$ cat src/rtl/ram_rr_arbiter.sv
// Round-robin arbiter that shares one RAM port between NREQ cache-side requesters.
// Each grant runs a one- or two-word burst. Beat addresses are generated here as
// base + 4*beat, wrapping modulo 2^AW. A requester that has just finished, or has
// withdrawn, drops to lowest priority.
module ram_rr_arbiter #(
    parameter int NREQ = 4,
    parameter int AW   = 32,
    parameter int DW   = 32
) (
    input  logic                 CLK,
    input  logic                 RST,
    input  logic [NREQ-1:0]      req,
    input  logic [NREQ-1:0]      wen,
    input  logic [NREQ-1:0]      burst2,
    input  logic [NREQ*AW-1:0]   addr,
    input  logic [NREQ*DW-1:0]   store,
    input  logic [1:0]           ramstate,
    input  logic [DW-1:0]        ramload,
    output logic                 ramREN,
    output logic                 ramWEN,
    output logic [AW-1:0]        ramaddr,
    output logic [DW-1:0]        ramstore,
    output logic [NREQ-1:0]      grant,
    output logic [NREQ-1:0]      ack,
    output logic [DW-1:0]        rload,
    output logic                 busy
);

    localparam int PW = (NREQ > 1) ? $clog2(NREQ) : 1;

    localparam logic [1:0] RS_FREE   = 2'd0;
    localparam logic [1:0] RS_BUSY   = 2'd1;
    localparam logic [1:0] RS_ACCESS = 2'd2;
    localparam logic [1:0] RS_ERROR  = 2'd3;

    typedef enum logic {IDLE, XFER} state_t;

    state_t            state_q, state_d;
    logic [NREQ-1:0]   grant_q, grant_d;
    logic [PW-1:0]     gidx_q, gidx_d;
    logic              beat_q, beat_d;
    logic              op_wen_q, op_wen_d;
    logic              op_b2_q, op_b2_d;
    logic [PW-1:0]     ptr_q, ptr_d;

    logic [AW-1:0]     addr_arr [NREQ];
    logic [DW-1:0]     store_arr [NREQ];

    logic              sel_valid;
    logic [PW-1:0]     sel_idx;
    int                sel_scan;
    logic [PW-1:0]     ptr_inc;
    logic              req_g;

    // Split the flat per-requester buses into indexable arrays.
    generate
        for (genvar gi = 0; gi < NREQ; gi++) begin : g_unpack
            assign addr_arr[gi]  = addr[gi*AW +: AW];
            assign store_arr[gi] = store[gi*DW +: DW];
        end
    endgenerate

    // The granted requester's request line gates every RAM-side action.
    assign req_g   = req[gidx_q];
    // Priority pointer after the current grant ends: the slot just past it.
    assign ptr_inc = (gidx_q == PW'(NREQ-1)) ? '0 : gidx_q + 1'b1;

    // Round-robin search: scan from ptr upward, wrapping; scanning the offsets
    // from high to low lets the closest active requester win the last assignment.
    always_comb begin
        sel_valid = 1'b0;
        sel_idx   = '0;
        sel_scan  = 0;
        for (int k = NREQ-1; k >= 0; k--) begin
            sel_scan = int'(ptr_q) + k;
            if (sel_scan >= NREQ) begin
                sel_scan = sel_scan - NREQ;
            end
            if (req[sel_scan]) begin
                sel_valid = 1'b1;
                sel_idx   = sel_scan[PW-1:0];
            end
        end
    end

    // Next-state logic: arbitration in IDLE, beat sequencing and abort handling in XFER.
    always_comb begin
        state_d  = state_q;
        grant_d  = grant_q;
        gidx_d   = gidx_q;
        beat_d   = beat_q;
        op_wen_d = op_wen_q;
        op_b2_d  = op_b2_q;
        ptr_d    = ptr_q;
        case (state_q)
            IDLE: begin
                if (sel_valid) begin
                    state_d  = XFER;
                    grant_d  = NREQ'(1) << sel_idx;
                    gidx_d   = sel_idx;
                    op_wen_d = wen[sel_idx];
                    op_b2_d  = burst2[sel_idx];
                    beat_d   = 1'b0;
                end
            end
            XFER: begin
                if (!req_g) begin
                    // Withdrawn request: release, still rotating priority past it.
                    state_d = IDLE;
                    grant_d = '0;
                    beat_d  = 1'b0;
                    ptr_d   = ptr_inc;
                end else begin
                    case (ramstate)
                        RS_ACCESS: begin
                            if (beat_q == op_b2_q) begin
                                state_d = IDLE;
                                grant_d = '0;
                                beat_d  = 1'b0;
                                ptr_d   = ptr_inc;
                            end else begin
                                beat_d = 1'b1;
                            end
                        end
                        RS_ERROR, RS_BUSY, RS_FREE: begin
                            // Hold the current beat; ERROR simply retries it.
                            beat_d = beat_q;
                        end
                        default: begin
                            beat_d = beat_q;
                        end
                    endcase
                end
            end
            default: begin
                state_d = IDLE;
            end
        endcase
    end

    // State registers with synchronous reset.
    always_ff @(posedge CLK) begin
        if (RST) begin
            state_q  <= IDLE;
            grant_q  <= '0;
            gidx_q   <= '0;
            beat_q   <= 1'b0;
            op_wen_q <= 1'b0;
            op_b2_q  <= 1'b0;
            ptr_q    <= '0;
        end else begin
            state_q  <= state_d;
            grant_q  <= grant_d;
            gidx_q   <= gidx_d;
            beat_q   <= beat_d;
            op_wen_q <= op_wen_d;
            op_b2_q  <= op_b2_d;
            ptr_q    <= ptr_d;
        end
    end

    // RAM-side and requester-side outputs; everything idles outside XFER.
    always_comb begin
        ramREN   = 1'b0;
        ramWEN   = 1'b0;
        ramaddr  = '0;
        ramstore = '0;
        ack      = '0;
        rload    = '0;
        busy     = 1'b0;
        if (state_q == XFER) begin
            busy         = 1'b1;
            ramaddr      = addr_arr[gidx_q] + {{(AW-3){1'b0}}, beat_q, 2'b00};
            ramREN       = ~op_wen_q & req_g;
            ramWEN       = op_wen_q & req_g;
            ramstore     = store_arr[gidx_q];
            rload        = ramload;
            ack[gidx_q]  = (ramstate == RS_ACCESS) & req_g;
        end
    end

    assign grant = grant_q;

endmodule

$ cat config.mk
export PLATFORM = sky130hd
export DESIGN_NAME = ram_rr_arbiter
export DESIGN_NICKNAME = d
export VERILOG_FILES = /design/src/rtl/ram_rr_arbiter.sv
export SDC_FILE = /design/constraint.sdc
export NUM_CORES = 1
export LEC_CHECK = 0
export BUFFER_PORTS_ARGS = -buffer_cell sky130_fd_sc_hd__buf_2
export CORE_AREA = 4 4 159 161
export CTS_CLUSTER_DIAMETER = 100
export DETAILED_ROUTE_END_ITERATION = 6
export DIE_AREA = 0 0 163 165
export PLACE_DENSITY_LB_ADDON = 0.05
export SETUP_SLACK_MARGIN = 0.3
export SLEW_MARGIN = 20
export SYNTH_ARGS = -nofsm -noshare
export SYNTH_HDL_FRONTEND = slang
export SYNTH_SLANG_ARGS = --single-unit
$ cat constraint.sdc
create_clock -name CLK -period 4.4 [get_ports CLK]
set_input_delay 0.44 -clock CLK [delete_from_list [all_inputs] [get_ports CLK]]
set_output_delay 0.44 -clock CLK [all_outputs]
set_load 0.005 [all_outputs]
-- Word-level counts from Yosys, hierarchy flattened
Index checks and enable logic that the tools add are counted.
- bits in registers: 12
- input port bits: 304
- output and inout bits: 107
- reduce and logical (&&, ||, !) cells: 7
- mux-type cells: 63
- equal/unequal tests: 11
- bitwise logic cells: 7
- magnitude comparators: 12
- add/subtract/negate cells: 9
- shift-type cells: 1
- operator list (cell ; number):
    $mux 32 ; 11
    $bmux 32 s2 ; 2
    $lt 32x4->1 const B ; 4
    $add 32x3->32 ; 1
    $mux 1 ; 26
    $mux 4 ; 5
    $mux 2 ; 8
    $bmux 1 s2 ; 7
    $ge 3x3->1 const B ; 4
    $sub 3x3->4 const B ; 3
    $pmux 4 s2 ; 1
    $add 2x2->3 const B ; 2
    $eq 2x2->1 const B ; 3
    $lt 2x3->1 const B ; 2
    $ne 3x2->1 const B ; 2
    $reduce_and 3->1 ; 2
    $and 4x4->4 ; 1
    $ne 2x1->1 const B ; 2
    $pmux 1 s2 ; 2
    $reduce_and 2->1 ; 2
    $shl 1x2->4 const A ; 1
    $sub 2x3->4 const B ; 1
    $add 2x1->3 const B ; 1
    $and 1x1->1 ; 3
    other kinds (13) ; 14

-- Depth between registers and ports, before layout
- depth in word-level cells: 13
- depth in mapped cells: 12
- depth with buffers taken out: 6

-- Worst setup path after synthesis
Ideal clock, no wire load.
- path type: reg2out
- start: register gidx_q[1]
- end: output port ramaddr[24]
- slack: 0.832 ns
- required time: 3.960 ns
- arrival: 3.128 ns
- stages on the path, launching flop included: 12
- path through: dfxtp_1 -> buf_2 -> buf_4 -> clkbuf_1 -> buf_1 -> mux4_2 -> ha_1 -> nand2_2 -> or3_4 -> buf_6 -> or4_1 -> a21oi_1
- longest elaborated chain between the ends: 6
- RTL lines (what ; RTL line ; RTL):
    start: declaration ; 40 ; logic [PW-1:0] gidx_q, gidx_d;
    start signal: assignment ; 154 ; gidx_q <= gidx_d;
    $not 2->3 (not written as such) ; 173 ; ramaddr = addr_arr[gidx_q] + {{(AW-3){1'b0}}, beat_q, 2'b00};
    $bmux 32 s2 ; 173 ;
    $mux 32 (not written as such) (2 in a row) ; 173 ;
    $add 32x3->32 ; 173 ;
    $mux 32 ; 171 ; if (state_q == XFER) begin
    end: declaration ; 21 ; output logic [AW-1:0] ramaddr,
Every way passes these cells. The select of a mux whose other input is x is not followed.

-- Worst setup path after layout
- start: register gidx_q[0]
- end: output port ramaddr[30]
The elaborated chain is that of the path after synthesis.

==> results.json <==
{
  "crit_buf_inv": 1,
  "arrival_ps": 3190,
  "yosys_warnings": 0,
  "async_reset_ff_frac": 0,
  "synth_top_area_frac": 0.360,
  "synthTopCellsByArea": "mux4_2 36%, and2_1 12%, dfxtp_1 6.6%",
  "clk_path_buf_depth": 2,
  "post-place-ws_ps": 998,
  "syn_to_final_growth_pct": 66.4,
  "crit_path_end_kind": "primary output",
  "grt_overflow": 0,
  "cp_cell_sequence": "mux4_1 -> nand3_1 -> or3_1 -> or4_1 -> a21oi_1 -> buf_2",
  "core-area_um2": 24000,
  "grt_usage": 0.147,
  "setup_slack_ps": 768,
  "clk_pin_slew_ps": 50,
  "netlist_area_um2": 3620,
  "place.gp.congestion": 0.826,
  "antenna_left": 0,
  "numCtsBuffers": 3,
  "slew_violations": 0,
  "regArea_um2": 249,
  "layout_min_cycle_time_ps": 3630,
  "initial_utilization": 0.151,
  "rsz0062_at_grt": "no",
  "met1_usage": 0.174,
  "fin_skew_ps": 3.33,
  "clock.fmax_ghz": 0.275,
  "clock-sinks": 12,
  "ir_worst_vdd_mv": 0.108,
  "synth_ff_type": "dfxtp_1",
  "synth.top_cells.by_count": "70 x and2_1, 58 x mux4_2, 22 x a21oi_1",
  "via_per_inst": 4.43,
  "die_h_um": 165,
  "grt_max_degree": 82,
  "hold_buffers": 0,
  "status": "finished clean",
  "wire_per_inst_um": 20.6,
  "syn_nets": 687,
  "die_w_um": 163,
  "first_iter_violations": 224,
  "yosysSeqAreaShare": 0.0663,
  "cts_tree": "built",
  "io_pins": 411,
  "avgSynthCellArea_um2": 9.61,
  "synth-seq-cells": 12,
  "post_cts_buffers": 0,
  "ys_types": 55,
  "fin_crit_sh": 0.825,
  "antenna_found_initial": 16,
  "postSynthCellCount": 377,
  "power-per-cell-area_nw_per_um2": 157,
  "synth_most_common_cell": "and2_1",
  "setup_viol": 0,
  "via_count": 4829,
  "worstSetupPathType": "flop to primary output",
  "fillers": 2681,
  "cts-resized-gates": 0,
  "p_leak_nw": 2.82,
  "use_met2": 0.267,
  "drc": 0,
  "setup_tns_ps": 0,
  "cts_root_buffer": "clkbuf_16",
  "hp-class": "flop to flop",
  "synth_top_area_cell": "mux4_2",
  "use_met3": 0.0459,
  "cp_max_fo": 37,
  "port_buffers": 410,
  "final_hold_viol_count": 0,
  "grt-busiest-layer": "met2",
  "fin_nets": 1071,
  "grt_pass1_wl_mm": 30.1,
  "max_slew.worst_pin.slew_ps": 838,
  "max_cap_viol_count": 0,
  "die_area_um2": 26900,
  "cp-start-kind": "flop",
  "rows": 57,
  "critPathRequiredTime_ps": 3960,
  "grt_pass1_vias": 4993,
  "clock_latency_ps": 240,
  "detailed_place_hpwl_mm": 19.4,
  "relSlewSlack": 0.438,
  "drive_above_1_share": 0.645,
  "cpPeakStageDelay_ps": 780,
  "synth_edf_count": 0,
  "path_delay_family": "simple AND/OR/NAND/NOR gates",
  "wl_mm": 22.4,
  "critical_path.slowest_cell": "dfxtp_4",
  "htree_levels": 1,
  "multiInputGateArea_um2": 3160,
  "first_pass_iters": 4
}
[cells in the final DEF (no fill, tap or decap), types with 3 or more instances in the layout]
cell type	n
nand3_1	8
nor4_1	4
mux4_2	58
buf_2	410
xnor2_1	8
a31o_2	3
ha_1	6
mux4_1	7
diode_2	6
a32oi_1	4
nor3b_1	6
and2_1	70
or3_1	8
clkbuf_16	3
and3_1	5
mux2i_1	3
inv_1	6
buf_4	4
nand4_1	6
nand2b_1	4
nor3_1	3
a21oi_1	22
a211oi_1	4
or4_1	9
xor2_1	3
nand2_1	17
nor2_1	20
o31ai_1	9
dfxtp_1	9
o21ai_0	6
[report_power, final]
group          switching (W)  internal, W  leakage, nW
clock network      0.0000498     0.000137       0.0442
registers          0.0000275     0.000118       0.0999
logic               0.000278     0.000335         2.68
[flip-flops by register name, summed over array words and instances, names as in the netlist]
| name | cells |
|---|---|
| gidx_q | 2 |
| op_wen_q | 1 |
| beat_q | 1 |
| ptr_q | 2 |
| op_b2_q | 1 |
| grant | 4 |
| state_q | 1 |
[routing by layer]
metal	routed length (um)	up-vias
li1	-	2266
met1	8520	2290
met2	11700	243
met3	1990	20
met4	218	10
met5	61	-
[logic make-up (layout without fill, tap and decap cells)]
kind of cell,count (synthesis),in the layout,synth area share
AND/OR/NAND/NOR,175,175,0.291
other,0,6,0
buffers and inverters,42,425,0.0608
flip-flops,12,12,0.0663
adder cells (fa/ha/maj),6,6,0.0207
AO/OA/AOI/OAI,63,63,0.115
multiplexers,68,68,0.420
XOR/XNOR,11,11,0.0266
[final timing paths]
| path | start | endpoint | slack, ps | cells past startpoint |
|---|---|---|---|---|
| worst min register to register | grant[3]$_SDFFE_PP0P_ | grant[3]$_SDFFE_PP0P_ | 490 | 2 |
| worst min-delay path | grant[3]$_SDFFE_PP0P_ | grant[3]$_SDFFE_PP0P_ | 490 | 2 |
| worst max register to register | gidx_q[0]$_SDFFE_PP0P_ | grant[1]$_SDFFE_PP0P_ | 2130 | 5 |
| worst max-delay path | gidx_q[0]$_SDFFE_PP0P_ | ramaddr[30] | 770 | 6 |
[through the flow]
stage | cells | util | cell area [um2] | power [W] | hold WS [ps]
after global routing | 1088 | 0.251 | 6020 | 0.00102 | 519
after global placement | 1080 | 0.247 | 5930 | 0.000769 | 478
after CTS | 1084 | 0.251 | 6010 | 0.000961 | 489
final | 1090 | 0.252 | 6030 | 0.000945 | 493
after detailed placement | 1080 | 0.247 | 5930 | 0.000769 | 482
after floorplan | 377 | - | 3620 | 0.000478 | 445
[tightest hold or removal path: stages, from the launching register on]
cell and delay, ps:
dfxtp_1 320, a32oi_1 60, nor2_1 80
[cell type report]
| type | count | area share |
|---|---|---|
| Multi-Input combinational cell | 323 | 0.525 |
| Timing Repair Buffer | 414 | 0.345 |
| Tap cell | 324 | 0.0672 |
| Sequential cell | 12 | 0.0413 |
| Clock buffer | 4 | 0.0147 |
| Inverter | 7 | 0.00436 |
| Antenna cell | 6 | 0.00249 |
Power figures use the tool's default switching activity.
